==> src/rtl/fetch_sequencer.sv <==
// fetch_sequencer
//   Owns the instruction fetch word address, issues requests to a
//   variable-latency instruction memory over a req/ack handshake and buffers
//   returned words for decode behind a valid/ready handshake. A redirect
//   squashes buffered and in-flight fetches and restarts at the target.
//
// Build option:
//   FETCH_PREFETCH_EN  defined   -> 2-entry buffer, fetch overlaps decode stall
//                      undefined -> 1-entry buffer, one instruction in flight
//
// Ports:
//   clk, reset_n              clock (rising edge), async active-low reset
//   mem_req/mem_addr          request and word address (held until mem_ack)
//   mem_ack/mem_rdata         accept strobe, instruction word in same cycle
//   inst_valid/inst/inst_addr buffer head presented to decode
//   inst_ready                decode consumes the head
//   redirect/redirect_addr    one-cycle flush + restart target
//   busy                      request outstanding (includes DROP)
module fetch_sequencer #(
    parameter int                ADDR_W     = 30,
    parameter logic [ADDR_W-1:0] RESET_ADDR = '0
) (
    input  logic              clk,
    input  logic              reset_n,
    output logic              mem_req,
    output logic [ADDR_W-1:0] mem_addr,
    input  logic              mem_ack,
    input  logic [31:0]       mem_rdata,
    output logic              inst_valid,
    output logic [31:0]       inst,
    output logic [ADDR_W-1:0] inst_addr,
    input  logic              inst_ready,
    input  logic              redirect,
    input  logic [ADDR_W-1:0] redirect_addr,
    output logic              busy
);

`ifdef FETCH_PREFETCH_EN
    localparam int DEPTH = 2;
`else
    localparam int DEPTH = 1;
`endif
    localparam int CNT_W = $clog2(DEPTH + 1);

    typedef enum logic [1:0] {S_RESET, S_REQ, S_IDLE, S_DROP} state_e;

    typedef struct packed {
        logic [ADDR_W-1:0] addr;
        logic [31:0]       data;
    } entry_t;

    state_e                 state_q, state_d;
    logic [ADDR_W-1:0]      fptr_q, fptr_d;
    logic [ADDR_W-1:0]      fnext_q, fnext_d;
    logic [CNT_W-1:0]       cnt_q, cnt_d;
    entry_t [DEPTH-1:0]     ent_q, ent_d;
    logic                   mem_req_q, mem_req_d;

    logic                   xfer, pop, wr;
    logic [CNT_W-1:0]       widx;

    assign xfer = mem_req_q && mem_ack;
    assign pop  = (cnt_q != '0) && inst_ready;

    always_comb begin
        state_d = state_q;
        fptr_d  = fptr_q;
        fnext_d = fnext_q;
        cnt_d   = cnt_q;
        ent_d   = ent_q;
        wr      = 1'b0;
        widx    = '0;

        case (state_q)
            S_RESET: begin
                if (redirect) fptr_d = redirect_addr;
                state_d = S_REQ;
            end
            S_REQ: begin
                if (redirect) begin
                    if (xfer) begin
                        // Old-path data arrived with the redirect: drop it and
                        // request the target straight away.
                        fptr_d = redirect_addr;
                    end else begin
                        // Request must stay stable until acked; park the target.
                        fnext_d = redirect_addr;
                        state_d = S_DROP;
                    end
                end else if (xfer) begin
                    wr     = 1'b1;
                    fptr_d = fptr_q + 1'b1;
                end
            end
            S_IDLE: begin
                if (redirect) begin
                    fptr_d  = redirect_addr;
                    state_d = S_REQ;
                end else if (pop) begin
                    state_d = S_REQ;
                end
            end
            S_DROP: begin
                if (xfer) begin
                    fptr_d  = redirect ? redirect_addr : fnext_q;
                    state_d = S_REQ;
                end else if (redirect) begin
                    fnext_d = redirect_addr;
                end
            end
            default: state_d = S_RESET;
        endcase

        // Shift FIFO: entry 0 is the head. Redirect wins over pop and write.
        if (redirect) begin
            cnt_d = '0;
        end else begin
            if (pop) begin
                for (int i = 0; i < DEPTH - 1; i++) ent_d[i] = ent_q[i+1];
            end
            widx = cnt_q - CNT_W'(pop);
            if (wr) begin
                for (int i = 0; i < DEPTH; i++) begin
                    if (CNT_W'(i) == widx) begin
                        ent_d[i].addr = fptr_q;
                        ent_d[i].data = mem_rdata;
                    end
                end
            end
            cnt_d = cnt_q - CNT_W'(pop) + CNT_W'(wr);
        end

        // Stop requesting once the write fills the buffer.
        if (state_q == S_REQ && wr && cnt_d == CNT_W'(DEPTH)) state_d = S_IDLE;

        mem_req_d = (state_d == S_REQ) || (state_d == S_DROP);
    end

    always_ff @(posedge clk or negedge reset_n) begin
        if (!reset_n) begin
            state_q   <= S_RESET;
            fptr_q    <= RESET_ADDR;
            fnext_q   <= '0;
            cnt_q     <= '0;
            ent_q     <= '0;
            mem_req_q <= 1'b0;
        end else begin
            state_q   <= state_d;
            fptr_q    <= fptr_d;
            fnext_q   <= fnext_d;
            cnt_q     <= cnt_d;
            ent_q     <= ent_d;
            mem_req_q <= mem_req_d;
        end
    end

    assign mem_req    = mem_req_q;
    assign busy       = mem_req_q;   // DROP always has a request outstanding
    assign mem_addr   = fptr_q;
    assign inst_valid = (cnt_q != '0);
    assign inst       = ent_q[0].data;
    assign inst_addr  = ent_q[0].addr;

endmodule

==> config.mk <==
export PLATFORM = sky130hd
export DESIGN_NAME = fetch_sequencer
export DESIGN_NICKNAME = d
export VERILOG_FILES = /design/src/rtl/fetch_sequencer.sv
export SDC_FILE = /design/constraint.sdc
export NUM_CORES = 1
export LEC_CHECK = 0
export ABC_AREA = 0
export BUFFER_PORTS_ARGS = -buffer_cell sky130_fd_sc_hd__buf_2
export CAP_MARGIN = 20
export CORE_AREA = 2 2 148 150
export DETAILED_ROUTE_END_ITERATION = 16
export DIE_AREA = 0 0 150 152
export GPL_ROUTABILITY_DRIVEN = 0
export PLACE_DENSITY_LB_ADDON = 0.2
export SYNTH_ARGS = -nofsm -noshare
export SYNTH_HDL_FRONTEND = slang
export SYNTH_SLANG_ARGS = --single-unit
==> constraint.sdc <==
create_clock -name clk -period 1.7 [get_ports clk]
set_clock_uncertainty 0.05 [all_clocks]
set_input_delay 0 -clock clk [delete_from_list [all_inputs] [get_ports clk]]
set_output_delay 0 -clock clk [all_outputs]
set_load 0.02 [all_outputs]
==> reports/summary.md <==
* **result of the run** completed
* **total number of vias** 5528
* **number of ports placed on the die boundary** 162
* **critical-path maximum fanout** 7
* **reported leakage power** 4.06 nW
* **number of H-tree levels** 4
* **violation count after the first detailed-routing iteration** 256
* **Clock Root Buffer** sky130_fd_sc_hd__clkbuf_16
* **antenna cell count** 0
* **final net count** 919
* **die height** 152 um
* **transition time at the pin with the least slew margin** 0.566 ns
* **average detailed-routed wire length per instance** 16.1 um
* **DRC violations left** 0
* **number of unique standard cell types used by synthesis** 52
* **Post-Syn Area** 0.00604 mm^2
* **leading cell types in the layout, fill and taps excluded** 160 x sky130_fd_sc_hd__buf_2, 114 x sky130_fd_sc_hd__dfrtp_1, 84 x sky130_fd_sc_hd__mux2_2, 79 x sky130_fd_sc_hd__buf_4, 71 x sky130_fd_sc_hd__nand2_1
* **fraction of final layout cells sized beyond drive strength 1** 45.4%
* **Sink Count** 125
* **final number of hold-violating endpoints** 0
* **antenna violations before repair** 0
* **highest ir drop seen on vdd** 0.000450 V
* **wire length of the first global-routing pass** 29400 um
* **hold endpoint** state_q[0]$_DFF_PN0_
* **startpoint of the worst setup timing path** mem_addr[3]$_DFFE_PN0P_
* **RSZ-0062 raised after global routing** yes
* **data arrival time of the critical path** 1.94 ns
* **Critical Path Source Type** flip-flop
* **total routing resource utilization after global routing** 16.3%
* **floorplan row count** 54
* **number of pins with negative max-slew slack in the final report** 0
* **Inserted Clock Buffers** 17
* **path class of the lowest-slack min-delay path** in -> reg
* **area used by sequential logic in the layout** 0.00314 mm^2
* **total routed wirelength** 18400 um
* **number of standard cells after synthesis** 562
* **First-pass DRT Iterations** 5
* **#FFs+latches synth** 125
* **leading cell type in the layout, fill and taps excluded** sky130_fd_sc_hd__buf_2
* **reg2reg start** mem_addr[3]$_DFFE_PN0P_
* **fillcell total** 2088
* **Overflow after GRT** 0
* **count of synthesis-stage warnings from yosys** 0
* **final setup violating endpoints** 0
* **synth-to-layout area growth** 49.2%
* **Slew HR** 62.3%
* **kind of end point of the critical path** flip-flop
* **max-cap check violation count** 0
* **cell area after layout** 0.00902 mm^2
* **endpoint of the most critical register-to-register path** mem_addr[29]$_DFFE_PN0P_
* **average vias per placed instance** 4.84
* **clock latency reported for the late side of the worst-skew pair** 0.42 ns
* **worst hold path depth** 4
* **Highest Clock Rate** 593 MHz
* **worst reg2reg setup slack** 0.01 ns
* **power density of the placed cells** 1450 mW/mm^2
* **mean cell area of the mapped netlist** 10.8 um^2
* **syn nets** 630
* **hold slack final** 0.0165 ns
* **# port buffers** 161
* **Die Width** 150 um
* **total placed instance area** 0.00767 mm^2
* **shortest clock period the worst path allows after layout** 1.69 ns
* **Max Buffers Root-to-Sink** 2
* **WS Path Type** reg -> reg
* **largest net degree at the start of global routing** 80
* **multi-input gate area in the final layout** 0.00278 mm^2
* **clock tree from TritonCTS** yes
* **final cycle utilization of the critical path** 99.2%
* **number of global-route vias before repair** 5504
* **HPWL Detailed** 13400 um
* **total die area** 0.0228 mm^2
* **antenna-violating nets left** 0
* **area of the core region** 0.0214 mm^2
* **ys async rst share** 100%
* **ys flop type** sky130_fd_sc_hd__dfrtp_1
* **Reg clk slew, reported paths** 0.05 ns
* **Initial Utilization** 28.3%
* **hold path start** inst_ready
* **Worst Reg2Reg Path Length in Cells** 6
* **number of enable flip-flop cells after synthesis** 0
* **critical path data required time** 1.95 ns
* **sequential element share of the synthesized area** 51.8%
-- registers in the layout, summed over array words and instances (netlist names) --
name / flops
inst: 32
fnext_q: 30
inst_addr: 30
mem_addr: 30
state_q: 2
inst_valid: 1
-- how the worst max path moves through the flow --
stage               slack, ns                         to  cells after the start
floorplan               -0.03   mem_addr[16]$_DFFE_PN0P_                      7
global placement        -0.02  inst_addr[18]$_DFFE_PN0P_                      5
detailed placement      -0.07  inst_addr[25]$_DFFE_PN0P_                      5
CTS                     -0.04   mem_addr[24]$_DFFE_PN0P_                      6
global route            -0.07   mem_addr[29]$_DFFE_PN0P_                      6
finish                   0.01   mem_addr[29]$_DFFE_PN0P_                      6
-- Yosys cell counts (2+ instances only) --
master	count	area share [%]
sky130_fd_sc_hd__a211oi_1	2	0.25
sky130_fd_sc_hd__a21oi_1	35	2.9
sky130_fd_sc_hd__a2bb2oi_1	9	1.3
sky130_fd_sc_hd__a311oi_1	3	0.43
sky130_fd_sc_hd__a31o_2	2	0.29
sky130_fd_sc_hd__a31oi_1	3	0.31
sky130_fd_sc_hd__a32o_1	2	0.33
sky130_fd_sc_hd__a32oi_1	3	0.43
sky130_fd_sc_hd__a41oi_1	2	0.29
sky130_fd_sc_hd__and2_1	2	0.21
sky130_fd_sc_hd__and3_1	4	0.41
sky130_fd_sc_hd__and4_1	2	0.29
sky130_fd_sc_hd__buf_2	19	1.6
sky130_fd_sc_hd__buf_4	2	0.25
sky130_fd_sc_hd__clkbuf_1	16	0.99
sky130_fd_sc_hd__dfrtp_1	125	52
sky130_fd_sc_hd__inv_1	12	0.75
sky130_fd_sc_hd__mux2_1	4	0.75
sky130_fd_sc_hd__mux2_2	84	16
sky130_fd_sc_hd__nand2_1	73	4.5
sky130_fd_sc_hd__nand2b_1	3	0.31
sky130_fd_sc_hd__nand3_1	18	1.5
sky130_fd_sc_hd__nand4_1	5	0.52
sky130_fd_sc_hd__nand4_4	2	0.70
sky130_fd_sc_hd__nor2_1	24	1.5
sky130_fd_sc_hd__nor2b_1	2	0.21
sky130_fd_sc_hd__nor3_1	11	0.91
sky130_fd_sc_hd__nor4_1	2	0.21
sky130_fd_sc_hd__o211ai_1	8	0.99
sky130_fd_sc_hd__o21a_1	6	0.75
sky130_fd_sc_hd__o21ai_0	39	3.2
sky130_fd_sc_hd__o21ai_2	2	0.29
sky130_fd_sc_hd__o221ai_1	2	0.29
sky130_fd_sc_hd__o22a_1	4	0.58
sky130_fd_sc_hd__o22ai_1	6	0.62
sky130_fd_sc_hd__o2bb2a_1	4	0.66
sky130_fd_sc_hd__o31ai_1	2	0.25
sky130_fd_sc_hd__or3_1	2	0.21
sky130_fd_sc_hd__xnor2_1	2	0.29
sky130_fd_sc_hd__xor2_1	2	0.29
-- layer usage --
layer	vias to the layer above	track usage, %	part of all wire [%]
li1	2619	-	-
met4	0	5.08	1.3
met5	-	0	0
met3	13	3.75	5.7
met2	188	26.2	47
met1	2708	21.9	46
-- through the flow --
step	std cells	util, %	setup slack (ns)	setup TNS, ns	power (mW)
3_5_place_dp	1037	35.9	-0.0714	-1.96	9.55
6_report	1143	42.2	0.0137	0	13.1
5_1_grt	1143	42.2	-0.0723	-0.138	13.9
2_1_floorplan	562	-	-0.0331	-0.0892	7.48
3_3_place_gp	1037	35.9	-0.0187	-0.388	9.43
4_1_cts	1137	41.8	-0.0386	-0.0929	13.2
-- worst max-delay path: stages, from the launching register on --
cell	delay, ns
sky130_fd_sc_hd__dfrtp_2	0.38
sky130_fd_sc_hd__nand4_4	0.17
sky130_fd_sc_hd__nor3_1	0.22
sky130_fd_sc_hd__buf_4	0.19
sky130_fd_sc_hd__and3_4	0.20
sky130_fd_sc_hd__a41oi_1	0.12
sky130_fd_sc_hd__o221a_2	0.24
-- power by group --
part	internal [mW]	switching (mW)	total (mW)
Clock	2.19	1.27	3.46
Sequential	3.99	0.575	4.57
Combinational	2.17	2.90	5.07
-- cell families after synthesis --
| kind of cell | share of synthesized area (%) |
|---|---|
| flip-flops | 51.8 |
| multiplexers | 16.4 |
| XOR/XNOR | 0.580 |
| adder cells (fa/ha/maj) | 0.207 |
| buffers and inverters | 3.81 |
| AND/OR/NAND/NOR | 12.3 |
| AO/OA/AOI/OAI | 15.0 |
-- final cells by class --
cell class	instances	share of cell area, %
Timing Repair Buffer	308	23.7
Clock inverter	6	0.652
Inverter	13	0.541
Sequential cell	125	34.8
Multi-Input combinational cell	386	30.8
Clock buffer	25	5.60
Tap cell	280	3.88
-- repair_timing --
action	in CTS	in global routing
buffers inserted	5	6
setup endpoints to repair	62	21
pin swaps	3	7
hold endpoints to repair	203	0
hold buffers	64	0
resized for setup	4	16
Power figures use the tool's default switching activity.
